<file path="src/rtl/seq_alu_if.sv">
// seq_alu_if: request/response bundle for seq_alu.
//   master: drives in_valid/op/a/b/set_flags and out_ready; sees in_ready and results.
//   slave : the ALU side of the same signals.
interface seq_alu_if #(
  parameter int unsigned W = 16
);
  logic         in_valid;
  logic         in_ready;
  logic [3:0]   op;
  logic [W-1:0] a;
  logic [W-1:0] b;
  logic         set_flags;
  logic         out_valid;
  logic         out_ready;
  logic [W-1:0] result;
  logic [3:0]   flags;
  logic         err;

  modport master (
    output in_valid, op, a, b, set_flags, out_ready,
    input  in_ready, out_valid, result, flags, err
  );

  modport slave (
    input  in_valid, op, a, b, set_flags, out_ready,
    output in_ready, out_valid, result, flags, err
  );
endinterface

</file>
<file path="src/rtl/seq_alu.sv">
// seq_alu: multi-cycle ALU with registered {N,Z,C,V} flags.
//   clk   : rising-edge clock
//   reset : synchronous, active-high
//   bus   : seq_alu_if.slave (valid/ready request in, valid/ready result out)
// Single-cycle ops finish one cycle after accept; MUL (and DIV when SEQ_ALU_DIV_EN is
// defined) iterate for W cycles in StBusy. Without SEQ_ALU_DIV_EN op 1101 is illegal.
module seq_alu #(
  parameter int unsigned W   = 16,
  parameter int unsigned SHW = $clog2(W)
) (
  input  logic     clk,
  input  logic     reset,
  seq_alu_if.slave bus
);
  localparam int unsigned CW = $clog2(W);

  localparam logic [3:0] OpAdd  = 4'h0;
  localparam logic [3:0] OpSubA = 4'h1;
  localparam logic [3:0] OpSubB = 4'h2;
  localparam logic [3:0] OpBic  = 4'h3;
  localparam logic [3:0] OpAnd  = 4'h4;
  localparam logic [3:0] OpOr   = 4'h5;
  localparam logic [3:0] OpXor  = 4'h6;
  localparam logic [3:0] OpXnor = 4'h7;
  localparam logic [3:0] OpAdc  = 4'h8;
  localparam logic [3:0] OpLsl  = 4'h9;
  localparam logic [3:0] OpLsr  = 4'hA;
  localparam logic [3:0] OpAsr  = 4'hB;
  localparam logic [3:0] OpMul  = 4'hC;
`ifdef SEQ_ALU_DIV_EN
  localparam logic [3:0] OpDiv  = 4'hD;
`endif

  typedef enum logic [1:0] {StIdle, StBusy, StDone} state_e;

  state_e         state_q, state_d;
  logic [W-1:0]   result_q, result_d;
  logic           err_q, err_d;
  logic [3:0]     flags_q, flags_d;
  logic [CW-1:0]  cnt_q, cnt_d;
  // Iteration register: MUL {acc_hi, multiplier}, DIV {remainder, dividend/quotient}.
  logic [2*W-1:0] work_q, work_d;
  logic [W-1:0]   a_q, a_d;
  logic           set_flags_q, set_flags_d;
`ifdef SEQ_ALU_DIV_EN
  logic [W-1:0]   b_q, b_d;
  logic           div_q, div_d;
`endif

  logic accept;
  assign bus.in_ready  = (state_q == StIdle) & ~reset;
  assign accept        = bus.in_valid & bus.in_ready;
  assign bus.out_valid = (state_q == StDone);
  assign bus.result    = result_q;
  assign bus.err       = err_q;
  assign bus.flags     = flags_q;

  // Single-cycle datapath, evaluated on the operands present at accept.
  logic [W-1:0]   add_x, add_y;
  logic           add_cin;
  logic [W:0]     add_sum, shl_t, shr_t, sar_t;
  logic [SHW-1:0] amt;
  logic [W-1:0]   sc_res;
  logic           sc_c, sc_v, sc_err;

  always_comb begin
    amt     = bus.b[SHW-1:0];
    add_x   = bus.a;
    add_y   = bus.b;
    add_cin = 1'b0;
    case (bus.op)
      OpSubA:  begin add_y = ~bus.b; add_cin = 1'b1; end
      OpSubB:  begin add_x = bus.b; add_y = ~bus.a; add_cin = 1'b1; end
      OpAdc:   add_cin = flags_q[1];
      default: ;
    endcase
    // Subtraction as x + ~y + 1: carry out is the "no borrow" flag directly.
    add_sum = {1'b0, add_x} + {1'b0, add_y} + {{W{1'b0}}, add_cin};
    // One extra bit on the shifted-out side captures the last bit shifted out.
    shl_t   = {1'b0, bus.a} << amt;
    shr_t   = {bus.a, 1'b0} >> amt;
    sar_t   = $signed({bus.a, 1'b0}) >>> amt;

    sc_res = '0;
    sc_c   = flags_q[1];
    sc_v   = flags_q[0];
    sc_err = 1'b0;
    case (bus.op)
      OpAdd, OpSubA, OpSubB, OpAdc: begin
        sc_res = add_sum[W-1:0];
        sc_c   = add_sum[W];
        sc_v   = (add_x[W-1] == add_y[W-1]) && (add_sum[W-1] != add_x[W-1]);
      end
      OpBic:  begin sc_res = bus.a & ~bus.b;   sc_c = 1'b0; sc_v = 1'b0; end
      OpAnd:  begin sc_res = bus.a & bus.b;    sc_c = 1'b0; sc_v = 1'b0; end
      OpOr:   begin sc_res = bus.a | bus.b;    sc_c = 1'b0; sc_v = 1'b0; end
      OpXor:  begin sc_res = bus.a ^ bus.b;    sc_c = 1'b0; sc_v = 1'b0; end
      OpXnor: begin sc_res = ~(bus.a ^ bus.b); sc_c = 1'b0; sc_v = 1'b0; end
      OpLsl: begin
        sc_res = shl_t[W-1:0];
        if (amt != '0) sc_c = shl_t[W];
      end
      OpLsr: begin
        sc_res = shr_t[W:1];
        if (amt != '0) sc_c = shr_t[0];
      end
      OpAsr: begin
        sc_res = sar_t[W:1];
        if (amt != '0) sc_c = sar_t[0];
      end
      default: sc_err = 1'b1;
    endcase
  end

  // One iteration step of the multiplier / divider.
  logic [W:0]     mul_sum;
  logic [2*W-1:0] step_next;
  logic [W-1:0]   step_res;
  logic           step_c, step_v;
`ifdef SEQ_ALU_DIV_EN
  logic [W:0]     div_sh;
  logic [W-1:0]   div_diff;
  logic           div_ge;
`endif

  always_comb begin
    mul_sum   = {1'b0, work_q[2*W-1:W]} + (work_q[0] ? {1'b0, a_q} : '0);
    step_next = {mul_sum, work_q[W-1:1]};
    step_res  = step_next[W-1:0];
    step_c    = |step_next[2*W-1:W];
    step_v    = 1'b0;
`ifdef SEQ_ALU_DIV_EN
    div_sh   = {work_q[2*W-1:W], work_q[W-1]};
    div_ge   = div_sh >= {1'b0, b_q};
    // When div_ge holds the difference fits in W bits.
    div_diff = div_sh[W-1:0] - b_q;
    if (div_q) begin
      // b == 0 makes every trial succeed, giving an all-ones quotient.
      step_next = div_ge ? {div_diff, work_q[W-2:0], 1'b1}
                         : {div_sh[W-1:0], work_q[W-2:0], 1'b0};
      step_res  = step_next[W-1:0];
      step_c    = 1'b0;
      step_v    = (b_q == '0);
    end
`endif
  end

  always_comb begin
    state_d     = state_q;
    result_d    = result_q;
    err_d       = err_q;
    flags_d     = flags_q;
    cnt_d       = cnt_q;
    work_d      = work_q;
    a_d         = a_q;
    set_flags_d = set_flags_q;
`ifdef SEQ_ALU_DIV_EN
    b_d         = b_q;
    div_d       = div_q;
`endif
    unique case (state_q)
      StIdle: begin
        if (accept) begin
          a_d         = bus.a;
          set_flags_d = bus.set_flags;
          cnt_d       = '0;
          if (bus.op == OpMul) begin
            state_d = StBusy;
            work_d  = {{W{1'b0}}, bus.b};
`ifdef SEQ_ALU_DIV_EN
            div_d   = 1'b0;
          end else if (bus.op == OpDiv) begin
            state_d = StBusy;
            work_d  = {{W{1'b0}}, bus.a};
            b_d     = bus.b;
            div_d   = 1'b1;
`endif
          end else begin
            state_d  = StDone;
            result_d = sc_res;
            err_d    = sc_err;
            if (bus.set_flags && !sc_err) begin
              flags_d = {sc_res[W-1], sc_res == '0, sc_c, sc_v};
            end
          end
        end
      end
      StBusy: begin
        work_d = step_next;
        cnt_d  = cnt_q + CW'(1);
        if (cnt_q == CW'(W - 1)) begin
          state_d  = StDone;
          result_d = step_res;
          err_d    = 1'b0;
          if (set_flags_q) flags_d = {step_res[W-1], step_res == '0, step_c, step_v};
        end
      end
      StDone: begin
        if (bus.out_ready) state_d = StIdle;
      end
      default: state_d = StIdle;
    endcase
  end

  always_ff @(posedge clk) begin
    if (reset) begin
      state_q     <= StIdle;
      result_q    <= '0;
      err_q       <= 1'b0;
      flags_q     <= 4'b0000;
      cnt_q       <= '0;
      work_q      <= '0;
      a_q         <= '0;
      set_flags_q <= 1'b0;
`ifdef SEQ_ALU_DIV_EN
      b_q         <= '0;
      div_q       <= 1'b0;
`endif
    end else begin
      state_q     <= state_d;
      result_q    <= result_d;
      err_q       <= err_d;
      flags_q     <= flags_d;
      cnt_q       <= cnt_d;
      work_q      <= work_d;
      a_q         <= a_d;
      set_flags_q <= set_flags_d;
`ifdef SEQ_ALU_DIV_EN
      b_q         <= b_d;
      div_q       <= div_d;
`endif
    end
  end
endmodule

</file>
<file path="src/flat_wrapper.sv">
// flat-port wrapper written by rule: the top's interface ports become plain ports
module seq_alu_flat 
#(
  parameter int unsigned W   = 16,
  parameter int unsigned SHW = $clog2(W)
)
  (clk, reset, bus_in_valid, bus_op, bus_a, bus_b, bus_set_flags, bus_out_ready, bus_in_ready, bus_out_valid, bus_result, bus_flags, bus_err);
  seq_alu_if #(.W(W)) bus_i ();
  input  logic clk;
  input  logic reset;
  input wire logic [$bits(bus_i.in_valid)-1:0] bus_in_valid;
  input wire logic [$bits(bus_i.op)-1:0] bus_op;
  input wire logic [$bits(bus_i.a)-1:0] bus_a;
  input wire logic [$bits(bus_i.b)-1:0] bus_b;
  input wire logic [$bits(bus_i.set_flags)-1:0] bus_set_flags;
  input wire logic [$bits(bus_i.out_ready)-1:0] bus_out_ready;
  output wire logic [$bits(bus_i.in_ready)-1:0] bus_in_ready;
  output wire logic [$bits(bus_i.out_valid)-1:0] bus_out_valid;
  output wire logic [$bits(bus_i.result)-1:0] bus_result;
  output wire logic [$bits(bus_i.flags)-1:0] bus_flags;
  output wire logic [$bits(bus_i.err)-1:0] bus_err;
  assign bus_i.in_valid = bus_in_valid;
  assign bus_i.op = bus_op;
  assign bus_i.a = bus_a;
  assign bus_i.b = bus_b;
  assign bus_i.set_flags = bus_set_flags;
  assign bus_i.out_ready = bus_out_ready;
  assign bus_in_ready = bus_i.in_ready;
  assign bus_out_valid = bus_i.out_valid;
  assign bus_result = bus_i.result;
  assign bus_flags = bus_i.flags;
  assign bus_err = bus_i.err;
  seq_alu #(.W(W), .SHW(SHW)) u_core (.clk(clk), .reset(reset), .bus(bus_i));
endmodule
</file>
<file path="config.mk">
export PLATFORM = sky130hd
export DESIGN_NAME = seq_alu_flat
export DESIGN_NICKNAME = d
export VERILOG_FILES = /design/src/rtl/seq_alu_if.sv /design/src/rtl/seq_alu.sv /design/src/flat_wrapper.sv
export SDC_FILE = /design/constraint.sdc
export NUM_CORES = 1
export LEC_CHECK = 0
export CAP_MARGIN = 20
export CORE_MARGIN = 3
export CORE_UTILIZATION = 55
export DETAILED_ROUTE_END_ITERATION = 8
export PLACE_DENSITY_LB_ADDON = 0.05
export RECOVER_POWER = 25
export SYNTH_ARGS = -nofsm -noshare
export SYNTH_HDL_FRONTEND = slang
export SYNTH_SLANG_ARGS = --single-unit
</file>
<file path="constraint.sdc">
create_clock -name clk -period 5.42 [get_ports clk]
set_clock_uncertainty 0.1 [all_clocks]
set_input_delay 0.542 -clock clk [delete_from_list [all_inputs] [get_ports clk]]
set_output_delay 0.542 -clock clk [all_outputs]
set_load 0.005 [all_outputs]
</file>
Word-level counts from Yosys, hierarchy flattened

Index checks and enable logic that the tools add are counted.

Bitwise logic cells: 10
Muxes and demuxes: 35
Reductions and logical operators: 21
Eq/ne operators: 29
Shift-type cells: 3
Multipliers: 0
Order comparisons: 0
Add/subtract/negate cells: 4
Div/mod/pow operators: 0

Operator list:

| kind                 | number |
|---|---|
| $pmux W16 S9         | 1 |
| $mux W16             | 5 |
| $mux W32             | 2 |
| $pmux W16 S2         | 2 |
| $pmux W32 S2         | 1 |
| $not A16 Y16         | 3 |
| $and A16 B16 Y16     | 2 |
| $logic_not A16 Y1    | 2 |
| $eq A4 B4 Y1 const B | 6 |
| $mux W4              | 6 |
| $add A16 B16 Y17     | 1 |
| $add A16 B17 Y17     | 1 |
| $add A17 B1 Y17      | 1 |
| $shl A16 B4 Y17      | 1 |
| $shr A17 B4 Y17      | 1 |
| $sshr A17 B4 Y17     | 1 |
| $eq A4 B3 Y1 const B | 4 |
| $or A16 B16 Y16      | 1 |
| $pmux W4 S2          | 2 |
| $reduce_or A16 Y1    | 1 |
| $xor A16 B16 Y16     | 1 |
| $ne A3 B3 Y1 const B | 4 |
| $reduce_or A12 Y1    | 1 |
| $reduce_and A10 Y1   | 1 |
| other kinds (30)     | 51 |

Flip-flop bits (word level): 76
Memories kept: 0
Memory bits (writable): 0
Input bits: 41
Latch bits: 0
Output and inout bits: 23
Memory bits (read-only): 0

Longest topological paths before layout

Gate-level depths: netlist of run 1.

Word-level depth: 11
Mapped depth: 20
Gate-level depth less buffers: 16

Worst setup path before layout of run 1

No wires, ideal clock.

Path kind: in2reg
Start point: input port bus_op[0]
End point: register u_core.flags_q[2], in the netlist u_core.bus.flags[2]
Arrival time: 4.999 ns
Required time: 5.244 ns
Library setup time: 0.076 ns
Stages: 19
Setup slack: 0.245 ns
Path through: buf_4 > clkbuf_1 > inv_1 > clkbuf_1 > nand3_1 > nor2_1 > clkbuf_1 > mux2i_1 > fa_1 > inv_1 > fa_1 > a211oi_1 > o21a_1 > nor3_1 > a2111oi_0 > mux2i_1 > o21ai_0 > or4_1 > o22ai_1

Word-level cells in the longest chain between the ends: 10
Elaborated cells on any way between the ends: 31
Those cells by class: add/sub: 2; eq/ne: 14; mux: 8; reduce/logical: 7

RTL lines:

| what                                                   | line                         | text |
|---|---|---|
| from (decl)                                            | flat_wrapper.sv:12           | `input wire logic [$bits(bus_i.op)-1:0] bus_op;` |
| $eq A4 B2 Y1 / $eq A4 B1 Y1 (equally long branches)    | seq_alu.sv:71, seq_alu.sv:88 |  |
| $pmux W16 S2 (tied with other cells)                   | seq_alu.sv:71                | `case (bus.op)` |
| $add A16 B16 Y17 / $pmux W1 S2 (equally long branches) | seq_alu.sv:78, seq_alu.sv:71 |  |
| $add A17 B1 Y17                                        | seq_alu.sv:78                | `add_sum = {1'b0, add_x} + {1'b0, add_y} + {{W{1'b0}}, add_cin};` |
| $pmux W16 S9                                           | seq_alu.sv:88                | `case (bus.op)` |
| $logic_not A16 Y1                                      | seq_alu.sv:183               | `flags_d = {sc_res[W-1], sc_res == '0, sc_c, sc_v};` |
| $mux W4                                                | seq_alu.sv:182               | `if (bus.set_flags && !sc_err) begin` |
| $mux W4                                                | seq_alu.sv:167               | `if (bus.op == OpMul) begin` |
| $mux W4                                                | seq_alu.sv:163               | `if (accept) begin` |
| $pmux W4 S2                                            | seq_alu.sv:161               | `unique case (state_q)` |
| to (signal assigned)                                   | seq_alu.sv:223               | `flags_q <= flags_d;` |
| to (decl)                                              | seq_alu.sv:39                | `logic [3:0] flags_q, flags_d;` |

Several ways; a longest one is shown, not always the timed one. The select of a mux whose other input is x is not followed.
A chain may end at the register's enable or synchronous reset.

Final worst setup path of run 1

Start point: input port bus_op[1]
End point: register u_core.flags_q[2], in the netlist u_core.bus.flags[2]

The elaborated chain is that of the path after synthesis.

==> flow_metrics.py, run 1 <==
metrics = {
    "run_status": {
        "status": "finished, violations left",
        "violations": "max-capacitance violations, max-slew violations",
    },
    "timing": {
        "slew_viol_final": 81,
        "slew_headroom_pct": -118,
        "setup_viol": 0,
        "rsz0062_at_grt": "no",
        "tns_ns": 0,
        "hold_viol": 0,
        "fin_crit_ns": 5.04,
        "fin_crit_sh_pct": 93.0,
        "fmax_mhz": 198,
        "worst_pin_slew_ns": 3.28,
    },
    "power": {
        "worst_ir_drop_vdd_uv": 153,
        "power_density_nw_per_um2": 207,
        "power_w": 0.00198,
        "leakage_nw": 3.84,
    },
    "synthesis": {
        "syn_nets": 1245,
        "synth_top_flop_cell": "dfxtp_1",
        "ys_top_cells_by_area": "dfxtp_1 18%, ha_1 7.4%, mux4_2 6.4%",
        "ys_ff_latch": 76,
        "yosysSeqAreaShare_pct": 17.9,
        "synth.most_common_cell": "nor2_1",
        "syn_avg_cell_area_um2": 7.38,
        "ys_top_cells_by_count": "119 x nor2_1, 105 x nand2_1, 97 x a21oi_1",
        "synth_top_area_share_pct": 17.9,
        "syn-cell-area_um2": 8490,
        "synth_top_area_cell": "dfxtp_1",
        "synth_edf_count": 0,
        "synth-warning-count": 0,
        "synth_cell_type_count": 72,
        "netlist_instances": 1151,
        "ys_async_sr_fraction_pct": 0,
    },
    "worst_setup_path": {
        "critical_path.slowest_cell": "a2111oi_0",
        "crit_type": "input port to flop",
        "crit_path_end_kind": "flop",
        "worst_path_largest_cell_delay_ns": 0.73,
        "crit_fanout": 38,
        "arrival_ns": 5.15,
        "crit_chain": "clkdlybuf4s50_1 -> buf_4 -> o21ai_0 -> o211ai_1 -> fa_1 -> inv_1 -> fa_1 -> a211oi_1 -> o21a_1 -> nor3_1 -> a2111oi_0 -> mux2i_1 -> o21ai_0 -> or4_1 -> o22ai_1",
        "required_ns": 5.53,
        "critPathLaunchType": "input port",
    },
    "placed_design": {
        "port_buffers": 63,
        "dpl_cell_area_um2": 9220,
        "placed_cells": 1336,
        "dp_hpwl_um": 22100,
        "gp_congestion": 1.03,
    },
    "layout": {
        "syn_to_final_growth_pct": 12.7,
        "finalNonFillerCells": 1353,
        "n_antenna_cell": 0,
        "final_nets": 1258,
        "drive_above_1_share_pct": 9.84,
        "final_cell_area_um2": 9570,
    },
    "die": {
        "row_count": 44,
        "io_pins": 64,
        "die_w_um": 130,
        "coreArea_um2": 14800,
        "design.die.area_um2": 17000,
        "start_util_pct": 57.4,
        "die_h_um": 130,
    },
    "drt": {
        "avgViaCountPerCell": 6.78,
        "drt_iter0_markers": 1097,
        "wl_per_cell_um": 22.1,
        "postRouteAntennaNets": 0,
        "drt-total-wl_um": 29800,
        "firstDrtPassIters": 8,
        "drc_errors": 0,
        "vias": 9167,
    },
    "grt": {
        "grt_pass1_vias": 8071,
        "grt_max_degree": 81,
        "antenna_found_initial": 0,
        "grt_pass1_wl_um": 45500,
        "grt_usage_pct": 34.4,
        "grt_remaining_overflow": 0,
    },
    "clocking": {
        "cts_resized": 0,
        "cts_buffers": 9,
        "clk_pin_slew_worst_paths_ns": 0.06,
        "cts_buffer_depth": 2,
        "cts_hold_buf": 0,
        "cts_max_level": 3,
        "cts_num_sinks": 76,
        "insertion_delay_ns": 0.33,
        "post_cts_buffers": 0,
        "clock-root-buffer": "clkbuf_16",
        "cts_tree": "done",
    },
    "min_path": {
        "min_path_type": "flop to flop",
    },
    "job": {
        "drv_cap": 1,
    },
}
-- stage by stage --
stage / hold WS [ns] / utilization (%) / setup slack, ns
after floorplan: 0.348 / - / 0.245
after global placement: 0.341 / 62.2 / 0.256
after detailed placement: 0.347 / 62.2 / 0.148
after CTS: 0.353 / 64.5 / 0.500
after global routing: 0.367 / 64.6 / 0.0922
final: 0.350 / 64.6 / 0.381
-- critical path, delay by kind of cell --
kind / cells / cell delay (ns)
simple gates: 2 / 0.60
buf+inv: 3 / 1.04
compound gates: 7 / 1.98
fa+ha+maj: 2 / 0.72
mux: 1 / 0.25
-- logic make-up after synthesis --
family	count (synthesis)	synth area share, %
AND/OR/NAND/NOR	411	23.6
AO/OA/AOI/OAI	359	27.7
buffers and inverters	145	6.81
flip-flops	76	17.9
multiplexers	69	11.9
adder cells (fa/ha/maj)	54	8.19
XOR/XNOR	37	3.82
-- state kept, by name (all words and copies together), names as in the netlist --
signal / count
u_core.bus.err: 1
u_core.work_q: 32
u_core.a_q: 16
u_core.bus.flags: 4
u_core.cnt_q: 4
u_core.state_q: 2
u_core.set_flags_q: 1
u_core.bus.result: 16
-- cells in the final DEF, fill, tap and decap left out, types with 16 or more instances in the layout --
cell type / netlist / routed
a311oi_1: 20 / 20
dfxtp_1: 76 / 76
dlygate4sd3_1: 0 / 21
and2_1: 20 / 20
nor2_1: 119 / 119
mux2i_1: 29 / 29
inv_1: 45 / 45
nor3_1: 29 / 29
buf_4: 6 / 35
nand3b_1: 25 / 25
clkdlybuf4s50_1: 0 / 38
mux2_2: 16 / 16
mux4_2: 24 / 24
ha_1: 50 / 50
a211oi_1: 21 / 21
xor2_1: 22 / 22
a21oi_1: 97 / 97
nand2_1: 105 / 105
o22ai_1: 25 / 25
o21ai_0: 71 / 70
nand3_1: 35 / 35
-- worst paths after layout --
kind	startpoint	end	slack, ns	depth (start not counted)
min	u_core.bus.result[9]	u_core.bus.result[9]	0.35	2
max reg2reg	u_core.bus.flags[1]	u_core.bus.flags[2]	1.11	14
min reg2reg	u_core.bus.result[9]	u_core.bus.result[9]	0.35	2
max	bus_op[1]	u_core.bus.flags[2]	0.38	15
-- final cells by class --
cell class                 count  area, µm²
timing repair buffer         100        891
tap                          184        230
clock buffer                  10        229
multi-input combinational    930       6410
inverter                      47        176
fill                        1349       5240
clock inverter                 6        113
sequential                    76       1520
-- layer usage --
metal	up-vias	GRT usage [%]	wire (µm)
li1	4311	-	-
met1	4244	48.0	12700
met2	510	51.0	12600
met3	102	5.49	2800
met4	0	18.1	1760
met5	-	0	0
-- power by group --
part	internal [W]	leakage (nW)	switching, W
sequential	0.000585	0.618	0.0000172
clock	0.000450	0.167	0.000231
combinational	0.000281	3.06	0.000419
total	0.00132	3.84	0.000667
No activity file was read; power rests on OpenSTA's default activity.
==> run 2: changes to the inputs <==
- GPL_ROUTABILITY_DRIVEN: unset -> 0
- PLACE_DENSITY: unset -> 0.83
- PLACE_DENSITY_LB_ADDON: 0.05 -> unset
- TNS_END_PERCENT: unset -> 5
==> run 2 against run 1 <==
Compared with the run above:
- the flow still finishes with violations (max-capacitance violations, max-slew violations)
- wire length is 0.30% higher
- maximum frequency is 0.57% higher
- cell area is 0.44% lower
- count of clock-buffer cells in the layout is 1 lower
- critical path depth is 4 higher
- non-clock buffer count is 1 higher
- highest routed layer unchanged
==> flow_metrics.py, run 2 (synthesized netlist as in run 1, its figures left out) <==
metrics = {
    "layout": {
        "final_cell_mix": "119 x nor2_1, 105 x nand2_1, 97 x a21oi_1",
        "largest_reg_flops": 32,
        "regMostFlops": "u_core.work_q",
        "final_common_cell": "nor2_1",
        "final_cell_area_um2": 9530,
        "final_nets": 1259,
        "drive_above_1_share_pct": 9.91,
        "syn_to_final_growth_pct": 12.2,
    },
    "die": {
        "row_count": 44,
        "io_pins": 64,
        "die_h_um": 130,
        "die_w_um": 130,
        "design.die.area_um2": 17000,
        "start_util_pct": 57.4,
        "coreArea_um2": 14800,
    },
    "timing": {
        "rsz0062_at_grt": "no",
        "worst_pin_slew_ns": 2.95,
        "fin_crit_sh_pct": 92.4,
        "tns_ns": 0,
        "slew_headroom_pct": -96.9,
        "fmax_mhz": 200,
        "hold_viol": 0,
        "fin_crit_ns": 5.01,
        "setup_viol": 0,
        "slew_viol_final": 69,
    },
    "job": {
        "drv_cap": 1,
    },
    "drt": {
        "postRouteAntennaNets": 0,
        "drt-total-wl_um": 29900,
        "avgViaCountPerCell": 7.08,
        "drt_iter0_markers": 1667,
        "drc_errors": 0,
        "wl_per_cell_um": 22.1,
        "firstDrtPassIters": 9,
        "vias": 9592,
    },
    "run_status": {
        "status": "finished, violations left",
        "violations": "max-capacitance violations, max-slew violations",
    },
    "worst_setup_path": {
        "endpoint": "u_core.bus.flags[2]",
        "r2r-start": "u_core.state_q[1]",
        "arrival_ns": 5.17,
        "crit_type": "input port to flop",
        "r2r_slack_ns": 0.61,
        "startpoint": "bus_op[0]",
        "crit_path_end_kind": "flop",
        "r2r_end": "u_core.bus.flags[2]",
        "crit_fanout": 15,
        "required_ns": 5.58,
        "critPathLaunchType": "input port",
        "ff2ff_path_depth": 8,
    },
    "clocking": {
        "cts_max_level": 3,
        "clock-root-buffer": "clkbuf_16",
        "post_cts_buffers": 0,
        "insertion_delay_ns": 0.35,
        "cts_buffer_depth": 2,
        "cts_resized": 0,
        "cts_buffers": 9,
        "cts_tree": "done",
        "cts_hold_buf": 0,
        "clk_pin_slew_worst_paths_ns": 0.07,
        "cts_num_sinks": 76,
    },
    "grt": {
        "grt_pass1_wl_um": 47000,
        "grt_max_degree": 81,
        "antenna_found_initial": 0,
        "grt_pass1_vias": 8816,
        "grt_usage_pct": 35.1,
        "grt_remaining_overflow": 0,
    },
    "power": {
        "p_int_w": 0.00119,
        "p_sw_w": 0.000711,
        "clkPwrFrac_pct": 31.1,
        "power_density_nw_per_um2": 199,
        "leakage_nw": 3.82,
        "comb_power_share_pct": 37.2,
        "worst_ir_drop_vdd_uv": 156,
        "netSwitchingFraction_pct": 37.4,
        "seq_power_share_pct": 31.7,
    },
    "placed_design": {
        "dp_hpwl_um": 21900,
        "dpl_cell_area_um2": 9220,
        "port_buffers": 63,
    },
    "min_path": {
        "hold_path_depth": 2,
        "min_path_type": "flop to flop",
    },
}
run 2: cell count changes in the layout (fill, tap and decap cells not counted), moves of 2 or more:
cell | before | now
bufinv_16 | 3 | 0
inv_6 | 0 | 3
clkbuf_1 | 3 | 1
clkdlybuf4s50_1 | 38 | 40
inv_8 | 0 | 2
run 2: worst min-delay path by stage:
stage / start / endpoint / slack, ns
2_1_floorplan: u_core.work_q[29] / u_core.work_q[29] / 0.35
3_3_place_gp: u_core.bus.result[9] / u_core.bus.result[9] / 0.34
3_5_place_dp: u_core.bus.result[9] / u_core.bus.result[9] / 0.35
4_1_cts: u_core.bus.result[9] / u_core.bus.result[9] / 0.36
5_1_grt: u_core.bus.result[8] / u_core.bus.result[8] / 0.38
6_report: u_core.bus.result[9] / u_core.bus.result[9] / 0.36
run 2: layout make-up:
class | count | area, µm²
multi-input cells | 930 | 6400
fillers | 1256 | 5280
flip-flops and latches | 76 | 1520
repair buffers | 101 | 902
well taps | 184 | 230
clock buffers | 9 | 225
inverters | 47 | 176
clock inverters | 7 | 65.1
diodes | 1 | 2.50
run 2: power by group through the flow:
stage / combinational (W) / clock, W / sequential (W)
finish: 0.000707 / 0.000590 / 0.000602
global route: 0.000752 / 0.000617 / 0.000604
CTS: 0.000677 / 0.000598 / 0.000601
detailed placement: 0.000673 / 0 / 0.000614
global placement: 0.000662 / 0 / 0.000612
floorplan: 0.000455 / 0 / 0.000609
run 2: per-layer routing:
metal,track usage [%],part of all wire [%]
met3,9.78,14
met1,45.8,37
met4,19.6,6.6
met5,0,0
met2,52.4,43
run 2: critical path, stage by stage:
cell,delay [ns]
clkdlybuf4s50_1,0.53
buf_4,0.24
or2_2,0.17
nand3_1,0.10
nand2_1,0.08
o21ai_0,0.07
a21oi_1,0.16
fa_1,0.22
inv_1,0.06
fa_1,0.48
a211oi_1,0.56
o21a_1,0.21
nor3_1,0.05
a2111oi_0,0.53
mux2i_1,0.23
o21ai_0,0.08
buf_4,0.17
or4_1,0.50
o22ai_1,0.18
run 2: through the flow:
| step | hold WS, ns | utilization (%) | worst slack, ns | power, W | cells |
|---|---|---|---|---|---|
| global placement | 0.343 | 62.3 | 0.297 | 0.00127 | 1336 |
| floorplan | 0.348 | - | 0.245 | 0.00106 | 1151 |
| detailed placement | 0.355 | 62.3 | 0.213 | 0.00129 | 1336 |
| global route | 0.381 | 64.3 | 0.0644 | 0.00197 | 1354 |
| finish | 0.355 | 64.3 | 0.410 | 0.00190 | 1355 |
| CTS | 0.363 | 64.2 | 0.526 | 0.00188 | 1352 |
